<file path="config.mk">
export PLATFORM = sky130hd
export DESIGN_NAME = instr_fetch_decode
export DESIGN_NICKNAME = d
export VERILOG_FILES = /design/src/rtl/mips_pkg.sv /design/src/rtl/instr_field_decode.sv /design/src/rtl/instr_fetch_decode.sv
export SDC_FILE = /design/constraint.sdc
export NUM_CORES = 1
export LEC_CHECK = 0
export CAP_MARGIN = 20
export CELL_PAD_IN_SITES_DETAIL_PLACEMENT = 1
export CELL_PAD_IN_SITES_GLOBAL_PLACEMENT = 2
export CORE_AREA = 2 2 169 171
export CTS_BUF_LIST = sky130_fd_sc_hd__clkbuf_4 sky130_fd_sc_hd__clkbuf_8
export DETAILED_ROUTE_END_ITERATION = 8
export DIE_AREA = 0 0 171 173
export PLACE_DENSITY = 0.87
export REMOVE_ABC_BUFFERS = 1
export SLEW_MARGIN = 5
export SYNTH_ARGS = -nofsm -noshare
export SYNTH_HDL_FRONTEND = slang
export SYNTH_HIERARCHICAL = 1
export SYNTH_SLANG_ARGS = --single-unit
</file>
<file path="constraint.sdc">
create_clock -name clk -period 2.1 [get_ports clk]
set_clock_uncertainty 0.15 [all_clocks]
set_input_delay 0.21 -clock clk [delete_from_list [all_inputs] [get_ports clk]]
set_output_delay 0.21 -clock clk [all_outputs]
set_load 0.05 [all_outputs]
</file>
<file path="src/rtl/mips_pkg.sv">
`default_nettype none
// ============================================================================
// Module      : mips_pkg
// Description : Shared opcode constants, instruction-type encodings and the
//               fetch/decode state encoding for the MIPS lab datapath.
// Revision    : 1.0 - initial release
// ============================================================================
package mips_pkg;

   // Opcodes that select the non-I instruction formats
   localparam logic [5:0] OP_RTYPE = 6'd0;
   localparam logic [5:0] OP_J     = 6'd2;
   localparam logic [5:0] OP_JAL   = 6'd3;

   // Instruction format as presented on the itype output
   typedef enum logic [1:0] {
      IT_R = 2'd0,
      IT_I = 2'd1,
      IT_J = 2'd2
   } itype_t;

   // Fetch/decode sequencer states
   typedef enum logic [2:0] {
      ST_IDLE = 3'd0,
      ST_REQ  = 3'd1,
      ST_WAIT = 3'd2,
      ST_OUT  = 3'd3,
      ST_FIN  = 3'd4
   } state_t;

endpackage
`default_nettype wire

</file>
<file path="src/rtl/instr_field_decode.sv">
`default_nettype none
// ============================================================================
// Module      : instr_field_decode
// Description : Purely combinational split of a 32-bit MIPS word into its
//               R/I/J fields, sign-extended immediate and format class.
// Revision    : 1.0 - initial release
// ============================================================================
module instr_field_decode
   import mips_pkg::*;
(
   input  logic [31:0] word,
   output logic [1:0]  itype,
   output logic [5:0]  opcode,
   output logic [4:0]  rs,
   output logic [4:0]  rt,
   output logic [4:0]  rd,
   output logic [4:0]  shamt,
   output logic [5:0]  funct,
   output logic [31:0] imm_sext,
   output logic [25:0] target
);

   // All fields are driven for every word; consumers pick what they need
   assign opcode   = word[31:26];
   assign rs       = word[25:21];
   assign rt       = word[20:16];
   assign rd       = word[15:11];
   assign shamt    = word[10:6];
   assign funct    = word[5:0];
   assign imm_sext = {{16{word[15]}}, word[15:0]};
   assign target   = word[25:0];

   // Format class: opcode 0 is R, j/jal are J, everything else is I
   always_comb begin
      itype = IT_I;
      case (word[31:26])
         OP_RTYPE:     itype = IT_R;
         OP_J, OP_JAL: itype = IT_J;
         default:      itype = IT_I;
      endcase
   end

endmodule
`default_nettype wire

</file>
<file path="src/rtl/instr_fetch_decode.sv">
`default_nettype none
// ============================================================================
// Module      : instr_fetch_decode
// Description : Walks a block of instruction memory from a word-aligned base,
//               decodes each word and streams it out over valid/ready while
//               keeping per-format instruction counts for the run.
// Revision    : 1.0 - initial release
// ============================================================================
module instr_fetch_decode
   import mips_pkg::*;
#(
   parameter int ADDR_W  = 32,
   parameter int CNT_W   = 8,
   parameter int MEM_LAT = 0
)(
   input  logic              clk,
   input  logic              rst_n,
   input  logic              start,
   input  logic [ADDR_W-1:0] base_addr,
   input  logic [CNT_W-1:0]  count,
   output logic [ADDR_W-1:0] mem_addr,
   output logic              mem_read,
   input  logic [31:0]       mem_rdata,
   output logic              out_valid,
   input  logic              out_ready,
   output logic [1:0]        itype,
   output logic [5:0]        opcode,
   output logic [4:0]        rs,
   output logic [4:0]        rt,
   output logic [4:0]        rd,
   output logic [4:0]        shamt,
   output logic [5:0]        funct,
   output logic [31:0]       imm_sext,
   output logic [25:0]       target,
   output logic [ADDR_W-1:0] pc,
   output logic              busy,
   output logic              done,
   output logic [CNT_W-1:0]  r_cnt,
   output logic [CNT_W-1:0]  i_cnt,
   output logic [CNT_W-1:0]  j_cnt
);

   // Value of the wait counter in the cycle whose end carries read data
   localparam logic [1:0] c_LAST_WAIT = (MEM_LAT == 0) ? 2'd0 : 2'(MEM_LAT - 1);

   state_t             r_state;
   state_t             w_next;
   logic [ADDR_W-1:0]  r_addr;
   logic [CNT_W-1:0]   r_remaining;
   logic [31:0]        r_word;
   logic [1:0]         r_wait;
   logic [CNT_W-1:0]   r_rtype_cnt;
   logic [CNT_W-1:0]   r_itype_cnt;
   logic [CNT_W-1:0]   r_jtype_cnt;
   logic [ADDR_W-1:0]  w_base_aligned;

   // Masking rather than slicing keeps the ignored low address bits explicit
   assign w_base_aligned = base_addr & ~ADDR_W'(3);

   // The fetch address doubles as the pc of the word currently held
   assign mem_addr = r_addr;
   assign pc       = r_addr;
   assign r_cnt    = r_rtype_cnt;
   assign i_cnt    = r_itype_cnt;
   assign j_cnt    = r_jtype_cnt;

   instr_field_decode u_decode (
      .word     (r_word),
      .itype    (itype),
      .opcode   (opcode),
      .rs       (rs),
      .rt       (rt),
      .rd       (rd),
      .shamt    (shamt),
      .funct    (funct),
      .imm_sext (imm_sext),
      .target   (target)
   );

   // State register; reset aborts any run in progress
   always_ff @(posedge clk or negedge rst_n) begin
      if (!rst_n) r_state <= ST_IDLE;
      else        r_state <= w_next;
   end

   // Next-state and strobe decode
   always_comb begin
      w_next    = r_state;
      mem_read  = 1'b0;
      out_valid = 1'b0;
      busy      = 1'b1;
      done      = 1'b0;
      case (r_state)
         ST_IDLE: begin
            busy = 1'b0;
            if (start) w_next = (count != '0) ? ST_REQ : ST_FIN;
         end
         ST_REQ: begin
            mem_read = 1'b1;
            w_next   = (MEM_LAT == 0) ? ST_OUT : ST_WAIT;
         end
         ST_WAIT: begin
            if (r_wait == c_LAST_WAIT) w_next = ST_OUT;
         end
         ST_OUT: begin
            out_valid = 1'b1;
            if (out_ready) w_next = (r_remaining == CNT_W'(1)) ? ST_FIN : ST_REQ;
         end
         ST_FIN: begin
            done   = 1'b1;
            w_next = ST_IDLE;
         end
         default: w_next = ST_IDLE;
      endcase
   end

   // Run bookkeeping: address walk, word capture and saturating type counts
   always_ff @(posedge clk or negedge rst_n) begin
      if (!rst_n) begin
         r_addr      <= '0;
         r_remaining <= '0;
         r_word      <= '0;
         r_wait      <= '0;
         r_rtype_cnt <= '0;
         r_itype_cnt <= '0;
         r_jtype_cnt <= '0;
      end else begin
         case (r_state)
            ST_IDLE: begin
               if (start && (count != '0)) begin
                  r_addr      <= w_base_aligned;
                  r_remaining <= count;
                  r_rtype_cnt <= '0;
                  r_itype_cnt <= '0;
                  r_jtype_cnt <= '0;
               end
            end
            ST_REQ: begin
               r_wait <= '0;
               if (MEM_LAT == 0) r_word <= mem_rdata;
            end
            ST_WAIT: begin
               r_wait <= r_wait + 2'd1;
               if (r_wait == c_LAST_WAIT) r_word <= mem_rdata;
            end
            ST_OUT: begin
               if (out_ready) begin
                  r_addr      <= r_addr + ADDR_W'(4);
                  r_remaining <= r_remaining - CNT_W'(1);
                  case (itype)
                     IT_R:    if (r_rtype_cnt != '1) r_rtype_cnt <= r_rtype_cnt + CNT_W'(1);
                     IT_J:    if (r_jtype_cnt != '1) r_jtype_cnt <= r_jtype_cnt + CNT_W'(1);
                     default: if (r_itype_cnt != '1) r_itype_cnt <= r_itype_cnt + CNT_W'(1);
                  endcase
               end
            end
            default: ;
         endcase
      end
   end

endmodule
`default_nettype wire

</file>
== Word-level counts from Yosys, hierarchy flattened ==
Cells that the tools add are included.

* Muxes and demuxes: 33
* Eq/ne operators: 21
* Reduce and logical (&&, ||, !) cells: 16
* Add/sub/neg operators: 6

{| class="wikitable"
|+ Operators with widths
! operator !! count
|-
| 32-bit case mux with 2 select lines || 2
|-
| 32-bit two-way mux || 3
|-
| 8-bit two-way mux || 12
|-
| 8-bit case mux with 2 select lines || 4
|-
| 32-bit by 3-bit adder with 32-bit output, second input constant || 1
|-
| 8-bit by 1-bit adder with 8-bit output, second input constant || 3
|-
| 8-bit != test, second input constant || 3
|-
| 2-bit != test, second input constant || 8
|-
| 3-bit two-way mux || 5
|-
| 5-bit AND reduction || 3
|-
| 6-bit by 2-bit equality test with 1-bit output, second input constant || 2
|-
| 3-bit case mux with 4 select lines || 1
|-
| 8-bit by 1-bit equality test with 1-bit output, second input constant || 1
|-
| 2-bit case mux with 2 select lines || 2
|-
| 8-bit nonzero test || 1
|-
| 8-bit by 1-bit subtractor with 8-bit output, second input constant || 1
|-
| 3-bit by 2-bit equality test with 1-bit output, second input constant || 2
|-
| 6-bit logical NOT || 1
|-
| 3-bit AND reduction || 2
|-
| 2-bit logical NOT || 2
|-
| 1-bit two-way mux || 4
|-
| 2-bit by 1-bit != test with 1-bit output, second input constant || 2
|-
| 2-bit nonzero test || 2
|-
| 2-bit OR reduction || 2
|-
| other kinds (7) || 7
|}

* Bits in registers: 101
* Bits of input ports: 76
* Logic and storage cells: 84
* Output and inout port bits: 184

== Depth between registers and ports, before layout ==
* Depth after elaboration: 8
* Mapped depth: 8
* Mapped depth without buffers: 7

== By module ==
The synthesis kept the hierarchy.

{| class="wikitable"
|+ By module, submodules not included
! module !! cells an instance !! area each (sq um) !! instances !! seq. area each (sq um)
|-
| instr_fetch_decode || 590 || 5590.4 || 1 || 2477.4
|-
| instr_field_decode || 94 || 703.2 || 1 || 0.0
|}

== Least setup slack after synthesis ==
No wires, ideal clock.

* Kind: reg-to-reg
* Start: register r_word[31]
* End: register r_rtype_cnt[7] (netlist: r_cnt[7])
* Cell stages (with the launch flop): 9
* Period minus slack after synthesis: 2993 ps
* Required time: 1867 ps
* Buffers on the path: 1
* Setup slack: -893 ps
* Data arrival time: 2761 ps
* Setup time: 83 ps
* Path through: dfrtp_1 nor4_2 o21ai_0 clkbuf_1 or2_2 a2111oi_4 nand4_1 or3_1 o21ai_0

* Cells in the longest elaborated chain, start to end: 6
* Elaborated cells between the ends (all ways): 8
* Those cells by class: 3 x eq/ne; 1 x mux; 4 x reduce/logical

{| class="wikitable"
|+ Ends and longest elaborated chain
! item !! RTL line !! source
|-
| start, declared || instr_fetch_decode.sv:50 || <nowiki>logic [31:0] r_word;</nowiki>
|-
| start signal, assigned || instr_fetch_decode.sv:140 || <nowiki>if (MEM_LAT == 0) r_word <= mem_rdata;</nowiki>
|-
| start signal, assigned || instr_fetch_decode.sv:144 || <nowiki>if (r_wait == c_LAST_WAIT) r_word <= mem_rdata;</nowiki>
|-
| 6-bit by 2-bit equality test with 1-bit output || instr_field_decode.sv:36 || <nowiki>case (word[31:26])</nowiki>
|-
| 2-bit OR reduction || instr_field_decode.sv:36 ||
|-
| 2-bit case mux with 2 select lines * || instr_field_decode.sv:36 ||
|-
| via itype[0] || instr_fetch_decode.sv:26 || <nowiki>output logic [1:0] itype,</nowiki>
|-
| 2-bit logical NOT * || instr_fetch_decode.sv:150 || <nowiki>case (itype)</nowiki>
|-
| 2-bit by 1-bit != test with 1-bit output (no line) * || -- ||
|-
| 5-bit AND reduction (no line) * || -- ||
|-
| end signal, assigned || instr_fetch_decode.sv:151 || <nowiki>IT_R: if (r_rtype_cnt != '1) r_rtype_cnt <= r_rtype_cnt + CNT_W'(1);</nowiki>
|-
| end, declared || instr_fetch_decode.sv:52 || <nowiki>logic [CNT_W-1:0] r_rtype_cnt;</nowiki>
|}

Mark *: on every way through the listed nets, which the timed path passes. The rest lies on a longest branch.
A chain may end at the register's enable or synchronous reset.

== Worst setup path in the final report ==
* Start: register r_word[28]
* End: register r_jtype_cnt[7] (netlist: j_cnt[7])

* Cells in the longest elaborated chain, start to end: 6
* Elaborated cells between the ends (all ways): 8
* Those cells by class: 4 x eq/ne; 1 x mux; 3 x reduce/logical

{| class="wikitable"
|+ Ends and longest elaborated chain
! item !! RTL line !! source
|-
| 6-bit by 2-bit equality test with 1-bit output || instr_field_decode.sv:36 ||
|-
| 2-bit OR reduction || instr_field_decode.sv:36 ||
|-
| 2-bit case mux with 2 select lines * || instr_field_decode.sv:36 ||
|-
| 2-bit equality test * || instr_fetch_decode.sv:150 ||
|-
| 2-bit by 1-bit != test with 1-bit output (no line) * || -- ||
|-
| 5-bit AND reduction (no line) * || -- ||
|-
| end signal, assigned || instr_fetch_decode.sv:152 || <nowiki>IT_J: if (r_jtype_cnt != '1) r_jtype_cnt <= r_jtype_cnt + CNT_W'(1);</nowiki>
|-
| end, declared || instr_fetch_decode.sv:54 || <nowiki>logic [CNT_W-1:0] r_jtype_cnt;</nowiki>
|}

Every way passes the cells marked *; elsewhere a longest branch is shown, timed or not.

==> results.json <==
{
  "synth_ff_type": "dfrtp_1",
  "yosys.area.top_type": "dfrtp_1",
  "required_ns": 2.24,
  "crit_path_end_kind": "register",
  "grt_overflow_total": 0,
  "route.detailed.drc": 0,
  "layout.area.seq_um2": 2480,
  "synth_area_leaders": "dfrtp_1 39%, buf_4 15%, mux2_2 6.3%",
  "syn_inst": 684,
  "violations": "setup timing",
  "drtIter0Drc": 195,
  "synth-seq-cells": 99,
  "critPathMaxFanout": 4,
  "grt_max_degree": 46,
  "drive_gt1_share_pct": 24.80,
  "hpwl_um": 16320,
  "wl_per_cell_um": 17.15,
  "yosys_warnings": 6,
  "dieArea_um2": 29580,
  "num_vias": 5769,
  "cap_violations": 0,
  "root_buffer": "clkbuf_8",
  "status": "finished, violations left",
  "viasPerCell": 4.575,
  "io_buffers": 253,
  "antenna_found_initial": 0,
  "num_rows": 61,
  "final_cells": 1261,
  "core_um2": 27630,
  "worstSkewPairLatency_ns": 0.39,
  "hold_violations": 0,
  "fin_crit_ns": 2.179,
  "h-tree-depth": 3,
  "syn_area_per_cell_um2": 9.201,
  "pre_cts_ws_ns": -0.2921,
  "hold_class": "in2async",
  "die_x_um": 171,
  "startpoint_type": "register",
  "cts_buffers": 9,
  "wl_um": 21620,
  "worst_pin_slew_ns": 0.5958,
  "fmax_mhz": 458.9,
  "crit_chain": "nor4_4 > o21ai_2 > buf_4 > buf_6 > nor2b_4 > o2111a_1 > and4_1 > o21ai_1 > a22o_1",
  "cts_sinks": 99,
  "setup_viol": 5,
  "drv_slew": 0,
  "placed_area_um2": 8827,
  "placed_cells": 1233,
  "yosysUniqueCellTypes": 63,
  "die_y_um": 173,
  "ant_nets": 0,
  "critical-path-top-delay-family": "simple AND/OR/NAND/NOR gates",
  "critical_path_class": "reg2reg",
  "multi_input_area_um2": 2834,
  "yosysSeqAreaShare_pct": 39.36,
  "grt_pass1_vias": 6061,
  "async_flop_share_pct": 100.0,
  "cts_max_path_buffers": 2,
  "setup_slack_ns": -0.07909,
  "fill_cells": 3225,
  "finalCritPeriodShare_pct": 103.8,
  "diodes": 0,
  "arrival_ns": 2.32,
  "grt_pass1_wl_um": 34190,
  "relSlewSlack_pct": 60.28,
  "start_util_pct": 22.78,
  "crit_buf_inv": 2,
  "crit_path_max_incr_delay_ns": 0.43,
  "worst_path_max_delay_cell": "dfrtp_1",
  "io_pins": 260,
  "grt_setup_unrepaired": "true",
  "finalWeightedCongestion": 0.7591,
  "finalNetCount": 962,
  "synth_top_area_share_pct": 39.36,
  "synth_edf_count": 0,
  "syn2layout_area_growth_pct": 48.87,
  "syn-cell-area_um2": 6294,
  "clkSlewWorstSetupHoldPaths_ns": 0.11,
  "firstDrtPassIters": 4,
  "track_usage_pct": 14.54,
  "final_area_um2": 9369,
  "cts_tree": "done"
}
==> logic make-up (layout without fill, tap and decap cells) <==
| family | Yosys count | in the layout | synth area share, % |
|---|---|---|---|
| other | 1 | 4 | 0.05958 |
| flip-flops | 99 | 99 | 39.36 |
| AND/OR/NAND/NOR | 171 | 171 | 14.45 |
| AO/OA/AOI/OAI | 193 | 193 | 19.40 |
| buffers and inverters | 174 | 370 | 18.43 |
| adder cells (fa/ha/maj) | 7 | 7 | 1.392 |
| multiplexers | 39 | 39 | 6.899 |
==> layout by cell type, fill, tap and decap left out, types with 8 or more instances in the layout <==
cell and n:
clkdlybuf4s50_1 157, buf_4 111, dfrtp_1 97, a21oi_1 48
nor2_1 39, o21ai_0 37, nand2_1 35, mux2_2 35
dlygate4sd2_1 29, dlymetal6s2s_1 24, nand3_1 20, o21ai_1 19
inv_1 15, nand4_1 14, buf_12 13, a31oi_1 10
clkbuf_8 10, o31ai_1 9, nor3_1 8, o22ai_1 8
==> area by class of cell <==
| cell class | count | share of cell area, % |
|---|---|---|
| clock inverters | 5 | 1.175 |
| flip-flops and latches | 99 | 26.47 |
| repair buffers | 339 | 34.95 |
| inverters | 16 | 0.6410 |
| well taps | 378 | 5.048 |
| clock buffers | 10 | 1.469 |
| multi-input cells | 414 | 30.25 |
==> worst paths after layout <==
check / start / endpoint / slack [ns] / cells past startpoint
max: r_word[28] / j_cnt[7] / -0.08 / 9
min: rst_n / r_word[6] / 0.13 / 2
max reg2reg: r_word[28] / j_cnt[7] / -0.08 / 9
min reg2reg: r_word[16] / r_word[16] / 0.39 / 1
max in group asynchronous: rst_n / r_state[0] / 1.03 / 3
min in group clk: base_addr[3] / mem_addr[3] / 0.22 / 3
==> synth_stat cells (all sizes together), types with 4 or more instances <==
cell type and number:
o211ai 5, o31ai 9, nand3 22, clkbuf 17, o22a 4, ha 7, a31oi 12, nor2 42
a22oi 5, nor2b 4, buf 141, a21oi 51, o21a 4, inv 15, a22o 5, nor4 8
mux2 35, nor3 10, o22ai 9, mux2i 4, and3 7, nand2b 6, nand2 37, a311oi 5
and2 7, nand4 15, o21ai 59, a211oi 8, dfrtp 99
==> timing repair <==
action	in CTS	in global routing
endpoints found under the setup margin	38	62
hold endpoints to repair	60	0
resized for setup	40	71
pin swaps	6	12
hold buffers	1	0
buffers inserted	5	7
==> state kept, by name, indices dropped and copies added, names as in the netlist <==
name / cells
r_wait: 2
r_word: 32
r_remaining: 8
r_cnt: 8
i_cnt: 8
r_state: 3
mem_addr: 30
j_cnt: 8
==> routing by layer <==
| metal | global-route usage [%] | vias to the layer above | share of wire, % |
|---|---|---|---|
| met4 | 4.025 | 0 | 1.4 |
| met1 | 18.38 | 2904 | 44 |
| met3 | 3.182 | 20 | 4.9 |
| met5 | 0 | - | 0 |
| met2 | 24.80 | 129 | 50 |
| li1 | - | 2716 | - |
==> through the flow <==
step	setup TNS, ns	hold WS [ns]	util, %
after floorplan	-246.33	-0.2356	-
after global placement	-8.951	0.02847	31.95
after detailed placement	-10.47	0.03648	31.95
after CTS	-0.02971	0.1184	33.07
after global routing	-1.260	0.1621	33.91
final	-0.1938	0.1258	33.91
==> worst reg2reg max path: stages, from the launching register on <==
cell and delay (ns):
dfrtp_1 0.43, nor4_4 0.32, o21ai_2 0.10, buf_4 0.15
buf_6 0.12, nor2b_4 0.13, o2111a_1 0.22, and4_1 0.21
o21ai_1 0.06, a22o_1 0.19
Power is left out: the tool's default activity adds up to more than one toggle a clock period on the data nets, which glitch-free logic cannot reach.
==> edit 1, RTL diff (same settings) <==
`CNT_W`: 8 -> 6.
--- a/src/rtl/instr_fetch_decode.sv
+++ b/src/rtl/instr_fetch_decode.sv
@@ -11,5 +11,5 @@
 #(
    parameter int ADDR_W  = 32,
-   parameter int CNT_W   = 8,
+   parameter int CNT_W   = 6,
    parameter int MEM_LAT = 0
 )(
Interface: changed (resized count, i_cnt, j_cnt and r_cnt); port bits go from 260 to 252. The function was not compared with the original's and may differ.
==> edit 1 against the unedited design <==
- the flow still finishes with violations (setup timing)
- non-clock buffer count up 11
- setup slack got worse by 0.084 ns
- critical path depth down 1
- sequential cell count down 8
- design area is 5.1% lower
- core utilization decreased by 1.7 points
- wire length down 2.8%
- synthesized area fell by 8.4%
- die area unchanged
- via count down 5.6%
- global-route usage decreased by 0.83 points
Power is not shown: default switching activity piles up to over one toggle a cycle in this logic, so the estimate is an artifact.
==> edit 1: results (changes against the unedited design) <==
Drt
  – DR vias/cell: 4.43 (-3.1%)
  – Routed length on met3: 1460 um (+37%)
  – WL met2: 10100 um (-6.6%)
  – Starting DRT DRC Count: 244 (+25%)
  – Routed vias: 5445 (-5.6%)
  – Met1 WL: 9290 um (-1.5%)

Timing
  – Worst slew pin tran: 0.580 ns (-0.0162 ns)
  – TNS Setup: -0.595 ns (-0.401 ns)
  – Final WS setup: -0.163 ns (-0.0840 ns)
  – Final setup viols: 9 (+4)

Global routing
  – Vias in the first global route: 5578 (-8.0%)
  – Met2 GRT Util: 23.4% (-1.4 points)
  – Met1 Track Usage GR: 18.0% (-0.34 points)
  – First-pass GRT wire length: 31600 um (-7.6%)
  – Largest net degree at the start of global routing: 53 (+15%)
  – M3 GR Usage: 2.54% (-0.64 points)
  – Total Routing Usage GR: 13.7% (-0.83 points)

Cells and area
  – Layout cells sized above 1: 29.1% (+4.3 points)
  – Fin nets: 925 (-3.8%)
  – Number of flip-flops in the largest register: 32 (unchanged)
  – Layout fillers: 3190 (-1.1%)

Placement
  – Dpl ws: -0.359 ns (-0.0667 ns)
  – Post-DP HPWL: 16000 um (-2.2%)
  – Post-place instance area: 8320 um^2 (-5.7%)
  – Number of placed instances, taps included: 1191 (-3.4%)
  – Final Wtd Congestion: 0.784 (+3.3%)

Worst setup path
  – Maximum fanout along the worst path: 5 (+1)
  – Slowest stage cell, crit path: dfrtp_1
  – CP arrival: 2.42 ns (+0.10 ns)

Logic synthesis
  – Synth top cells by count: buf_4, dfrtp_1, o21ai_0, nor2_1, a21oi_1
  – Post-synthesis sequential area ratio: 39.5% (+0.13 points)
  – Distinct cells, synth: 51 (-19%)
  – Post-synthesis cell count: 633 (-7.5%)

Outcome
  – Status: finished, violations left
  – Failing checks: setup timing
[edit 1: cell types whose count changed after synthesis, sizes merged, moves of 5 or more]
| cell | change |
|---|---|
| nor3 | +5 |
| a2bb2oi | +6 |
| a21oi | -10 |
| o31ai | -6 |
| o21ai | -15 |
| a31oi | -6 |
| a22o | -5 |
| or3 | +6 |
| a211oi | -5 |
| dfrtp | -8 |
[edit 1: cell families after synthesis]
kind of cell / share of synthesized area (%)
multiplexers: 6.99
XOR/XNOR: 0.608
other: 0.0650
buffers and inverters: 19.4
flip-flops: 39.5
AND/OR/NAND/NOR: 16.4
adder cells (fa/ha/maj): 1.52
AO/OA/AOI/OAI: 15.6
[edit 1: path summary, 6_finish.rpt]
kind,start,endpoint,slack (ns),depth (start not counted)
max in group asynchronous,rst_n,mem_addr[14],0.93,3
min in group clk,base_addr[3],mem_addr[3],0.25,3
worst max-delay path,r_word[31],j_cnt[5],-0.16,8
worst min register to register,r_wait[1],r_wait[1],0.37,2
worst min-delay path,rst_n,r_word[6],0.24,2
worst max register to register,r_word[31],j_cnt[5],-0.16,8
[edit 1: timing repair]
item / 4_1_cts / 5_1_grt
gates cloned: 0 / 1
resized for setup: 32 / 59
hold endpoints to repair: 38 / 0
hold buffers: 1 / 0
pin swaps: 18 / 13
endpoints found under the setup margin: 32 / 74
buffers inserted: 7 / 13
[edit 1: cell type report]
class	instances	area, um^2	share of cell area [%]
clock buffers	10	131	1.48
multi-input cells	380	2530	28.5
well taps	378	473	5.32
repair buffers	350	3350	37.6
inverters	12	50.0	0.563
flip-flops and latches	91	2280	25.7
diodes	1	2.50	0.0281
clock inverters	6	72.6	0.816
==> edit 2, RTL diff (same settings) <==
Made on the original files. The 5 states of `state_t` get a one-hot encoding in 5 bits.
--- a/src/rtl/mips_pkg.sv
+++ b/src/rtl/mips_pkg.sv
@@ -21,10 +21,10 @@
 
    // Fetch/decode sequencer states
-   typedef enum logic [2:0] {
-      ST_IDLE = 3'd0,
-      ST_REQ  = 3'd1,
-      ST_WAIT = 3'd2,
-      ST_OUT  = 3'd3,
-      ST_FIN  = 3'd4
+   typedef enum logic [4:0] {
+      ST_IDLE = 5'b00001,
+      ST_REQ  = 5'b00010,
+      ST_WAIT = 5'b00100,
+      ST_OUT  = 5'b01000,
+      ST_FIN  = 5'b10000
    } state_t;
 
Function: same outputs for any inputs over 4 cycles, from zero or initial values and one cycle with rst_n low; so few cycles prove little.
==> edit 2 against the unedited design <==
- the flow still finishes with violations (setup timing)
- synthesized area shrank 3.1%
- sequential cell count shrank 1
- setup slack gained 0.031 ns
- design area down 1.5%
- maximum frequency rose by 1.4%
- wire length fell by 0.89%
- sequential share of layout area is 0.12 points higher
- critical endpoint is now j_cnt[3]
==> edit 2: results (changes against the unedited design) <==
Outcome
  – Status: finished, violations left
  – Failing checks: setup timing

Cells and area
  – Area occupied by registers: 2450 um^2 (-1.1%)
  – Fraction of area in multi-input gates: 29.5% (-0.74 points)
  – Layout fillers: 3163 (-1.9%)
  – NonClk Buf Share: 35.9% (+0.95 points)
  – Layout Cells excl Fill: 1236 (-2.0%)
  – Fin nets: 935 (-2.8%)
  – Non-clk bufs: 329 (-2.9%)

Global routing
  – Vias in the first global route: 5813 (-4.1%)
  – First-pass GRT wire length: 32800 um (-4.0%)
  – Total Routing Usage GR: 14.0% (-0.58 points)
  – Largest net degree at the start of global routing: 36 (-22%)

Placement
  – Dpl ws: -0.159 ns (+0.133 ns)
  – Post-DP HPWL: 15500 um (-4.8%)
  – Final Wtd Congestion: 0.755 (-0.49%)
  – Post-place instance area: 8580 um^2 (-2.8%)

Timing
  – Final setup viols: 4 (-1)
  – Worst slew pin tran: 0.562 ns (-0.0337 ns)
  – Final WS setup: -0.0483 ns (+0.0307 ns)
  – TNS Setup: -0.0935 ns (+0.100 ns)

Logic synthesis
  – Syn Area/Cell: 9.16 um^2 (-0.48%)
  – Post-synthesis mux area share: 6.24% (-0.66 points)
  – Distinct cells, synth: 60 (-4.8%)
  – Synth Area in Compound Gates: 18.1% (-1.3 points)
  – Synth top area cells: dfrtp_1, buf_4, mux2_2, o21ai_0, a21oi_1
  – Post-synthesis adder-cell area fraction: 1.23% (-0.16 points)
  – Synth top cells by count: buf_4, dfrtp_1, o21ai_0, nor2_1, nand2_1

Clocking
  – TritonCTS sink count: 98 (-1.0%)
  – Post_cts resized: 56 (+40%)

Worst setup path
  – RR Endpoint: j_cnt[3]
  – Setup crit end: j_cnt[3]
  – CP delay by family, top: compound AO/OA/AOI/OAI gates
  – Critical Path Source: r_word[31]

Drt
  – Routed vias: 5566 (-3.5%)
  – Starting DRT DRC Count: 266 (+36%)
  – Routed len/inst: 17.3 um (+1.1%)
-- edit 2: changes by cell type after synthesis, sizes merged, moves of 5 or more --
cell | unedited run | this run
nand3 | 22 | 29
a211oi | 8 | 1
o21ai | 59 | 53
nand2b | 6 | 1
nor2 | 42 | 47
o31ai | 9 | 4
nand2 | 37 | 44
a2bb2oi | 3 | 10
a21oi | 51 | 43
a311oi | 5 | 0
-- edit 2: per-layer routing --
| metal | track usage, % | vias up | share of wire (%) |
|---|---|---|---|
| met5 | 0 | - | 0 |
| met4 | 3.60 | 0 | 1.3 |
| met3 | 2.11 | 16 | 3.2 |
| met2 | 25.3 | 105 | 53 |
| met1 | 17.1 | 2798 | 42 |
| li1 | - | 2647 | - |
-- edit 2: where the power goes --
part	total (uW)	switching, uW	internal [uW]
Combinational	11400	7550	3850
Clock	1400	785	611
Sequential	3470	877	2600
